<file path="src/rtl/mem_sub_unit_arbiter_pkg.sv">
// Shared definitions for the memory sub-unit arbiter.
// Holds the default sizing and the helper that derives the width of a
// requester (source) index from the number of requesters.
package mem_sub_unit_arbiter_pkg;

  localparam int unsigned DEF_NUM_REQ         = 2;
  localparam int unsigned DEF_MAX_OUTSTANDING = 4;

  // Width of a requester index: clog2(n), never narrower than one bit.
  function automatic int unsigned src_idx_w(input int unsigned n);
    return (n < 2) ? 1 : $clog2(n);
  endfunction

endpackage

</file>
<file path="src/rtl/mem_sub_unit_arb_tracker.sv">
// In-order tracker of outstanding reads: a small synchronous FIFO of source
// indices. One entry is pushed per accepted read and popped per response.
// A push and a pop in the same cycle are honoured at any occupancy,
// including full, leaving the count unchanged.
//   clk, rst  : clock, synchronous active-high reset
//   push      : enqueue push_idx
//   push_idx  : requester index of the accepted read
//   pop       : dequeue the head (ignored when empty)
//   full      : DEPTH entries held
//   empty     : no entries held
//   head      : requester index of the oldest outstanding read
module mem_sub_unit_arb_tracker #(
  parameter int unsigned DEPTH = 4,
  parameter int unsigned W     = 1
) (
  input  logic         clk,
  input  logic         rst,
  input  logic         push,
  input  logic [W-1:0] push_idx,
  input  logic         pop,
  output logic         full,
  output logic         empty,
  output logic [W-1:0] head
);

  localparam int unsigned PW = $clog2(DEPTH);
  localparam int unsigned CW = PW + 1;

  logic [W-1:0]  mem_q [DEPTH];
  logic [W-1:0]  mem_d [DEPTH];
  logic [PW-1:0] wr_ptr_q, wr_ptr_d;
  logic [PW-1:0] rd_ptr_q, rd_ptr_d;
  logic [CW-1:0] count_q, count_d;
  logic          do_push, do_pop;

  always_comb begin
    empty    = (count_q == '0);
    full     = (count_q == CW'(DEPTH));
    head     = mem_q[rd_ptr_q];
    do_pop   = pop & ~empty;
    // At full, the slot written is the one being retired this cycle.
    do_push  = push & (~full | do_pop);
    mem_d    = mem_q;
    wr_ptr_d = wr_ptr_q;
    rd_ptr_d = rd_ptr_q;
    count_d  = count_q;
    if (do_push) begin
      mem_d[wr_ptr_q] = push_idx;
      wr_ptr_d        = wr_ptr_q + PW'(1);
    end
    if (do_pop) begin
      rd_ptr_d = rd_ptr_q + PW'(1);
    end
    case ({do_push, do_pop})
      2'b10:   count_d = count_q + CW'(1);
      2'b01:   count_d = count_q - CW'(1);
      default: count_d = count_q;
    endcase
  end

  always_ff @(posedge clk) begin
    if (rst) begin
      mem_q    <= '{default: '0};
      wr_ptr_q <= '0;
      rd_ptr_q <= '0;
      count_q  <= '0;
    end else begin
      mem_q    <= mem_d;
      wr_ptr_q <= wr_ptr_d;
      rd_ptr_q <= rd_ptr_d;
      count_q  <= count_d;
    end
  end

endmodule

</file>
<file path="src/rtl/mem_sub_unit_arbiter.sv">
// Round-robin arbiter sharing one memory sub-unit responder port between
// NUM_REQ requesters. Selection and the request mux are combinational; the
// source of every accepted read is queued so responses (strictly in order)
// are steered back to the requester that issued them.
//   clk, rst          : clock, synchronous active-high reset
//   req_valid/addr/re/we/be/data_in : per-requester request, slice i
//   req_ready         : request i accepted this cycle (at most one bit)
//   req_data_out      : read data, shared by all requesters
//   req_data_valid    : read response for requester i
//   mem_addr/re/we/be/data_in/new_request : request to the responder
//   mem_data_out/data_valid/ready          : responder return path
module mem_sub_unit_arbiter
  import mem_sub_unit_arbiter_pkg::*;
#(
  parameter int unsigned NUM_REQ         = DEF_NUM_REQ,
  parameter int unsigned MAX_OUTSTANDING = DEF_MAX_OUTSTANDING
) (
  input  logic                  clk,
  input  logic                  rst,
  input  logic [NUM_REQ-1:0]    req_valid,
  input  logic [NUM_REQ*32-1:0] req_addr,
  input  logic [NUM_REQ-1:0]    req_re,
  input  logic [NUM_REQ-1:0]    req_we,
  input  logic [NUM_REQ*4-1:0]  req_be,
  input  logic [NUM_REQ*32-1:0] req_data_in,
  output logic [NUM_REQ-1:0]    req_ready,
  output logic [31:0]           req_data_out,
  output logic [NUM_REQ-1:0]    req_data_valid,
  output logic [31:0]           mem_addr,
  output logic                  mem_re,
  output logic                  mem_we,
  output logic [3:0]            mem_be,
  output logic [31:0]           mem_data_in,
  output logic                  mem_new_request,
  input  logic [31:0]           mem_data_out,
  input  logic                  mem_data_valid,
  input  logic                  mem_ready
);

  localparam int unsigned SW = src_idx_w(NUM_REQ);

  logic [SW-1:0] rr_ptr_q, rr_ptr_d;
  logic [SW-1:0] winner;
  logic [SW:0]   cand;
  logic          any_valid, win_re, can_issue, accept;
  logic          trk_push, trk_pop, trk_full, trk_empty;
  logic [SW-1:0] trk_head;

  // Priority rotate: first valid requester at or after rr_ptr, wrapping.
  always_comb begin
    winner    = rr_ptr_q;
    any_valid = 1'b0;
    cand      = '0;
    for (int unsigned i = 0; i < NUM_REQ; i++) begin
      cand = {1'b0, rr_ptr_q} + (SW+1)'(i);
      if (cand >= (SW+1)'(NUM_REQ)) begin
        cand = cand - (SW+1)'(NUM_REQ);
      end
      if (!any_valid && req_valid[cand[SW-1:0]]) begin
        any_valid = 1'b1;
        winner    = cand[SW-1:0];
      end
    end
  end

  always_comb begin
    win_re    = req_re[winner];
    trk_pop   = mem_data_valid & ~rst;
    // A response retiring the head frees its slot in the same cycle, so a
    // read may still issue against a full tracker when one is returning.
    can_issue = mem_ready & ~rst & ~(trk_full & win_re & ~mem_data_valid);
    accept    = any_valid & can_issue;
    trk_push  = accept & win_re;

    req_ready = '0;
    if (accept) begin
      req_ready[winner] = 1'b1;
    end

    mem_addr        = req_addr[32*winner +: 32];
    mem_re          = req_re[winner];
    mem_we          = req_we[winner];
    mem_be          = req_be[4*winner +: 4];
    mem_data_in     = req_data_in[32*winner +: 32];
    mem_new_request = accept;

    req_data_out   = mem_data_out;
    req_data_valid = '0;
    if (mem_data_valid && !trk_empty && !rst) begin
      req_data_valid[trk_head] = 1'b1;
    end

    rr_ptr_d = rr_ptr_q;
    if (accept) begin
      rr_ptr_d = (winner == SW'(NUM_REQ - 1)) ? '0 : winner + SW'(1);
    end
  end

  mem_sub_unit_arb_tracker #(
    .DEPTH (MAX_OUTSTANDING),
    .W     (SW)
  ) u_tracker (
    .clk      (clk),
    .rst      (rst),
    .push     (trk_push),
    .push_idx (winner),
    .pop      (trk_pop),
    .full     (trk_full),
    .empty    (trk_empty),
    .head     (trk_head)
  );

  always_ff @(posedge clk) begin
    if (rst) begin
      rr_ptr_q <= '0;
    end else begin
      rr_ptr_q <= rr_ptr_d;
      if (mem_data_valid) begin
        assert (!trk_empty)
          else $warning("mem_sub_unit_arbiter: response with no outstanding read, dropped");
      end
      if (any_valid) begin
        assert (!(win_re && mem_we))
          else $warning("mem_sub_unit_arbiter: request with both re and we, tracked as read");
      end
    end
  end

endmodule

</file>
<file path="config.mk">
export PLATFORM = sky130hd
export DESIGN_NAME = mem_sub_unit_arbiter
export DESIGN_NICKNAME = d
export VERILOG_FILES = /design/src/rtl/mem_sub_unit_arbiter_pkg.sv /design/src/rtl/mem_sub_unit_arb_tracker.sv /design/src/rtl/mem_sub_unit_arbiter.sv
export SDC_FILE = /design/constraint.sdc
export NUM_CORES = 1
export LEC_CHECK = 0
export CORE_AREA = 2 2 112 114
export CTS_CLUSTER_SIZE = 10
export DETAILED_ROUTE_END_ITERATION = 6
export DIE_AREA = 0 0 114 116
export GPL_ROUTABILITY_DRIVEN = 0
export GPL_TIMING_DRIVEN = 0
export MAX_ROUTING_LAYER = met4
export PLACE_DENSITY = 0.58
export SKIP_LAST_GASP = 1
export SLEW_MARGIN = 20
export SYNTH_ARGS = -nofsm -noshare
export SYNTH_HDL_FRONTEND = slang
export SYNTH_SLANG_ARGS = --single-unit
</file>
<file path="constraint.sdc">
create_clock -name clk -period 7.62 [get_ports clk]
set_clock_uncertainty 0.05 [all_clocks]
set_input_delay 1.524 -clock clk [delete_from_list [all_inputs] [get_ports clk]]
set_output_delay 1.524 -clock clk [all_outputs]
set_load 0.02 [all_outputs]
</file>
; Word-level counts from Yosys, hierarchy flattened
; Cells that the tools add are included.
[totals]
reg_bits = 12
inputBits = 178
elab_cells = 89
[classes]
addsub = 8
order_cmp = 11
n_eq_ne = 3
shifts = 3
mux = 28
n_bitwise = 17
reduce_logical = 11
[op_table]
columns = cell, n
row1 = variable part select 64 x 7 -> 32 bit, 2
row2 = 2-to-1 mux 1 bit, 20
row3 = AND 1 bit, 9
row4 = less-than comparator 1 x 2 -> 1 bit (second input constant), 4
row5 = variable part select 8 x 4 -> 4 bit, 1
row6 = >= comparator 3 bit (second input constant), 2
row7 = logical AND 1 bit, 6
row8 = inverter 2 -> 3 bit, 2
row9 = case mux 3 bit (2 select lines), 1
row10 = inverter 1 bit, 5
row11 = adder 2 x 1 -> 2 bit (second input constant), 2
row12 = bitwise mux 4 bit, 1
row13 = 2-to-1 mux 2 bit, 2
row14 = adder 3 x 1 -> 3 bit (second input constant), 1
row15 = equality test 3 bit (second input constant), 1
row16 = zero test 1 bit, 3
row17 = zero test 3 bit, 1
row18 = less-than comparator 3 x 1 -> 1 bit (second input constant), 1
row19 = subtractor 3 x 1 -> 3 bit (second input constant), 1
row20 = adder 1 x 1 -> 2 bit (second input constant), 1
row21 = binary-select mux 1 bit (select 2 bit), 1
row22 = demux 1 bit (select 1 bit), 2
row23 = demux 1 bit (select 2 bit), 1
row24 = equality test 2 x 1 -> 1 bit (second input constant), 1
row25 = other kinds (8), 10

; Longest topological paths before layout
[logic_depth]
word_depth = 19
ltp_mapped = 11
ltp_nobuf = 10

; Cells and area by module
; A second synthesis with hierarchy kept.
[hier_totals]
hier_cells = 342
area_unflattened_um2 = 1859.3
[by_module_without_submodules]
columns = mod, instances, cells_per_inst, area_each_um2, seq_area_each_um2
row1 = mem_sub_unit_arbiter, 1, 276, 1246.2, 20.0
row2 = mem_sub_unit_arb_tracker, 1, 66, 613.1, 220.2

; Least setup slack after synthesis
; OpenSTA, ideal clock, no wires.
[synth_path]
path_type = input to output
startpoint = input port req_valid[1]
endpoint = output port mem_addr[27]
t_arrival_ns = 2.582
required_time_ns = 6.046
path_slack_ns = 3.464
stages = 5
path_buffers = 2
cell_sequence = nor2b_1 a21o_1 buf_2 buf_2 mux2_1
[synth_between]
elab_chain_cells = 7
[synth_rtl]
columns = element, line
row1 = "start, declared", mem_sub_unit_arbiter.sv:20  ; input logic [NUM_REQ-1:0] req_valid,
row2 = 2-to-1 mux 1 bit (implied by the code) (2 in a row), mem_sub_unit_arbiter.sv:59  ; if (!any_valid && req_valid[cand[SW-1:0]]) begin
row3 = 2-to-1 mux 1 bit, mem_sub_unit_arbiter.sv:59
row4 = zero test 1 bit, mem_sub_unit_arbiter.sv:59
row5 = logical AND 1 bit, mem_sub_unit_arbiter.sv:59
row6 = 2-to-1 mux 1 bit (*), mem_sub_unit_arbiter.sv:59
row7 = variable part select 64 x 7 -> 32 bit (*), mem_sub_unit_arbiter.sv:80  ; mem_addr = req_addr[32*winner +: 32];
row8 = "end, declared", mem_sub_unit_arbiter.sv:29  ; output logic [31:0] mem_addr,
; Every way passes the cells marked *; elsewhere a longest branch is shown, timed or not. The select of a mux whose other input is x is not followed.

; Worst setup path in the final report
[layout_path]
startpoint = input port req_valid[1]
endpoint = output port mem_data_in[31]
[layout_between]
elab_chain_cells = 7
[layout_rtl]
columns = element, line
row1 = 2-to-1 mux 1 bit (implied by the code) (2 in a row), mem_sub_unit_arbiter.sv:59
row2 = 2-to-1 mux 1 bit, mem_sub_unit_arbiter.sv:59
row3 = zero test 1 bit, mem_sub_unit_arbiter.sv:59
row4 = logical AND 1 bit, mem_sub_unit_arbiter.sv:59
row5 = 2-to-1 mux 1 bit (*), mem_sub_unit_arbiter.sv:59
row6 = variable part select 64 x 7 -> 32 bit (*), mem_sub_unit_arbiter.sv:84  ; mem_data_in = req_data_in[32*winner +: 32];
row7 = "end, declared", mem_sub_unit_arbiter.sv:33  ; output logic [31:0] mem_data_in,
; Marked as above.

==> flow_summary.yaml <==
synth:
  synth.avg_cell_area_sq_um: 9.298
  synth.yosys.warnings: 0
  synthDistinctLibCells: 38
  netlist_top_cells_area: "sky130_fd_sc_hd__mux2_2 (27%), sky130_fd_sc_hd__mux2_1 (15%), sky130_fd_sc_hd__dfxtp_1 (13%), sky130_fd_sc_hd__buf_4 (13%), sky130_fd_sc_hd__ha_1 (3.4%)"
  yosys.area.top_type: "sky130_fd_sc_hd__mux2_2"
  synth_fp_nets: 381
  synth_sequential_area_ratio_pct: 13.11
  synth_top_flop_cell: "sky130_fd_sc_hd__dfxtp_1"
  synth.most_common_cell: "sky130_fd_sc_hd__mux2_2"
  synth_top_cells_by_count: "sky130_fd_sc_hd__mux2_2 (44), sky130_fd_sc_hd__buf_4 (32), sky130_fd_sc_hd__mux2_1 (25), sky130_fd_sc_hd__dfxtp_1 (12)"
  netlist_instances: 197
  synth_area_sq_um: 1832
  synth_largest_type_area_fraction_pct: 27.05
  ys_ff_latch: 12
  synth-async-reset-ratio_pct: 0
  synth_edf_count: 0
finish:
  layout.nets: 637
  layout-drive-gt1-share_pct: 20.84
  area_growth_pct: 151.6
  fillCellCount: 1191
  finish.utilization_pct: 38.69
floorplanning:
  placement_rows: 40
  die_width_um: 114
  die_h_um: 116
  num_io_pins: 285
  core_area_sq_um: 11910
  design.die.area_sq_um: 13220
  initial_utilization_pct: 15.38
placement:
  io_buffers: 251
  detailedPlacementHpwl_mm: 8.667
  pre_cts_ws_ns: 2.145
critical_path:
  worstSetupStartpoint: "req_valid[1]"
  worst-endpoint-arrival_ns: 3.84
  crit_path_end_kind: "primary output"
  worst-setup-path-type: "in2out"
  worstSetupStartpointType: "input pin"
  timing.rr.start: "u_tracker.count_q[0]"
  crit_slowest_cell: "sky130_fd_sc_hd__clkdlybuf4s50_1"
  cpPeakStageDelay_ns: 0.55
  timing.critical_path.buf_inv: 4
  crit_family: "buffers and inverters"
  critPathRequiredTime_ns: 6.05
  path_max_fanout: 10
  timing.critical_path.cells: "clkdlybuf4s50_1, nor2b_1, a21o_1, buf_2, buf_2, mux2_1, clkdlybuf4s50_1"
drt:
  detail_route.first_pass.iterations: 4
  vias_per_cell: 3.987
  drt-total-wl_mm: 9.777
  dr_total_vias: 2392
  routed_len_inst_um: 16.30
  ant_nets: 0
  drcViolationCount: 0
  detail_route.iter0.violations: 45
clock_network:
  cts.reportedPaths.clkPinSlew_ns: 0.04
  tritoncts.num_buffers: 3
  worstSkewPairLatency_ns: 0.24
  htree_num_levels: 1
  cts.hold.buffers_added: 0
  numClockSinks: 12
  clk_root_buffer_cell: "sky130_fd_sc_hd__clkbuf_16"
  cts_tree: "yes"
  cts.repair.resized: 0
  number_of_buffers_on_the_longest_clock_path: 2
  cts_post_setup_buffers_inserted: 0
sta:
  rsz0062_at_grt: "false"
  finalMaxSlewViolations: 0
  slew_margin_rel_pct: 59.58
  final_critical_path_setup_slack_ns: 2.203
  timing.final.setup_violations: 0
  finalCriticalPeriod_ns: 5.417
  fin_tns_setup_ns: 0
  final_hold_violation_count: 0
  worst_pin_slew_ns: 0.6027
  timing.final.crit_share_pct: 71.09
  fmaxAchievable_mhz: 184.6
power:
  power.ir.vdd_worst_mv: 0.08298
  power.density_nw_per_um2: 106.1
  leakagePower_nw: 1.796
grt:
  grt_antenna_before_repair: 2
  grt_start_max_net_pins: 11
  grt-ovfl-total: 0
  grt.total_usage_pct: 13.40
  first_pass_grt_wire_length_mm: 13.32
  vias_in_the_first_global_route: 2384
outcome:
  status: "finished, final reports clean"
hold_path:
  hold_class: "reg2reg"
  hold_path_startpoint: "u_tracker.mem_q[1]"
job:
  drv_cap: 0
-- through the flow --
stage	power, mW	cells	hold WS, ns	area (sq um)
detailed placement	0.3953	595	0.4079	4528
floorplan	0.2140	197	0.3853	1832
CTS	0.4959	598	0.4161	4603
global route	0.5140	600	0.4299	4608
global placement	0.3936	595	0.4043	4528
finish	0.4888	600	0.4093	4608
-- kinds of logic (layout without fill, tap and decap cells) --
family / Yosys count / in the layout / synth area share (%)
adders and majority gates: 6 / 6 / 4.508
AOI/OAI and AO/OA: 15 / 15 / 6.216
xor gates and xnor gates: 4 / 4 / 1.913
other: 0 / 2 / 0
muxes: 74 / 74 / 45.83
and+or+nand+nor: 35 / 35 / 10.45
buffers and inverters: 51 / 305 / 17.96
DFF: 12 / 12 / 13.11
-- tightest hold or removal path, cell delays in order (launching register included) --
cell	delay (ns)
sky130_fd_sc_hd__dfxtp_1	0.30
sky130_fd_sc_hd__nand2_1	0.05
sky130_fd_sc_hd__mux2i_1	0.06
-- flip-flops by register name, summed over array words and instances (netlist names) --
signal and flops:
u_tracker.rd_ptr_q 2, u_tracker.wr_ptr_q 2, u_tracker.mem_q 4, u_tracker.count_q 3, rr_ptr_q 1
-- layer usage --
layer	part of all wire [%]	up-vias	global-route usage, %
li1	-	1177	-
met1	37	1088	15.07
met2	54	122	24.56
met3	8.2	5	3.138
met4	0.63	0	2.195
met5	0	-	-
-- final cells by class --
cell class	instances	area, sq um	share of cell area [%]
repair buffers	251	2512	54.52
multi-input cells	134	1262	27.40
plain buffers	42	295.3	6.408
flip-flops and latches	12	240.2	5.213
well taps	147	183.9	3.991
clock buffers	3	75.07	1.629
inverters	9	33.78	0.7331
diodes	2	5.005	0.1086
-- final timing paths --
| kind | endpoint | slack (ns) | cells past startpoint |
|---|---|---|---|
| max | mem_data_in[31] | 2.20 | 7 |
| min | u_tracker.mem_q[1] | 0.41 | 2 |
| max reg2reg | u_tracker.count_q[2] | 4.98 | 10 |
| min reg2reg | u_tracker.mem_q[1] | 0.41 | 2 |
-- layout by cell type, fill, tap and decap left out, types with 2 or more instances in the layout --
cell,synthesis,layout
sky130_fd_sc_hd__ha_1,5,5
sky130_fd_sc_hd__xor2_1,3,3
sky130_fd_sc_hd__clkbuf_16,0,3
sky130_fd_sc_hd__nor2b_1,3,3
sky130_fd_sc_hd__and2_1,2,2
sky130_fd_sc_hd__a211oi_1,2,2
sky130_fd_sc_hd__diode_2,0,2
sky130_fd_sc_hd__nand2_1,7,7
sky130_fd_sc_hd__buf_2,8,8
sky130_fd_sc_hd__nand4_1,5,5
sky130_fd_sc_hd__nand2b_1,2,2
sky130_fd_sc_hd__mux2i_1,4,4
sky130_fd_sc_hd__inv_1,9,9
sky130_fd_sc_hd__nor2_1,9,9
sky130_fd_sc_hd__dfxtp_1,12,12
sky130_fd_sc_hd__mux2_1,25,25
sky130_fd_sc_hd__buf_4,32,32
sky130_fd_sc_hd__mux2_2,44,44
sky130_fd_sc_hd__clkdlybuf4s50_1,0,251
sky130_fd_sc_hd__o31ai_1,2,2
sky130_fd_sc_hd__o311ai_0,2,2
sky130_fd_sc_hd__a21oi_1,2,2
-- power by group --
part	internal (mW)	switching [mW]
sequential	0.0658	0.00310
clock	0.0684	0.0281
combinational	0.192	0.131
total	0.327	0.162
Note: power is estimated with default switching activity, not from simulation.
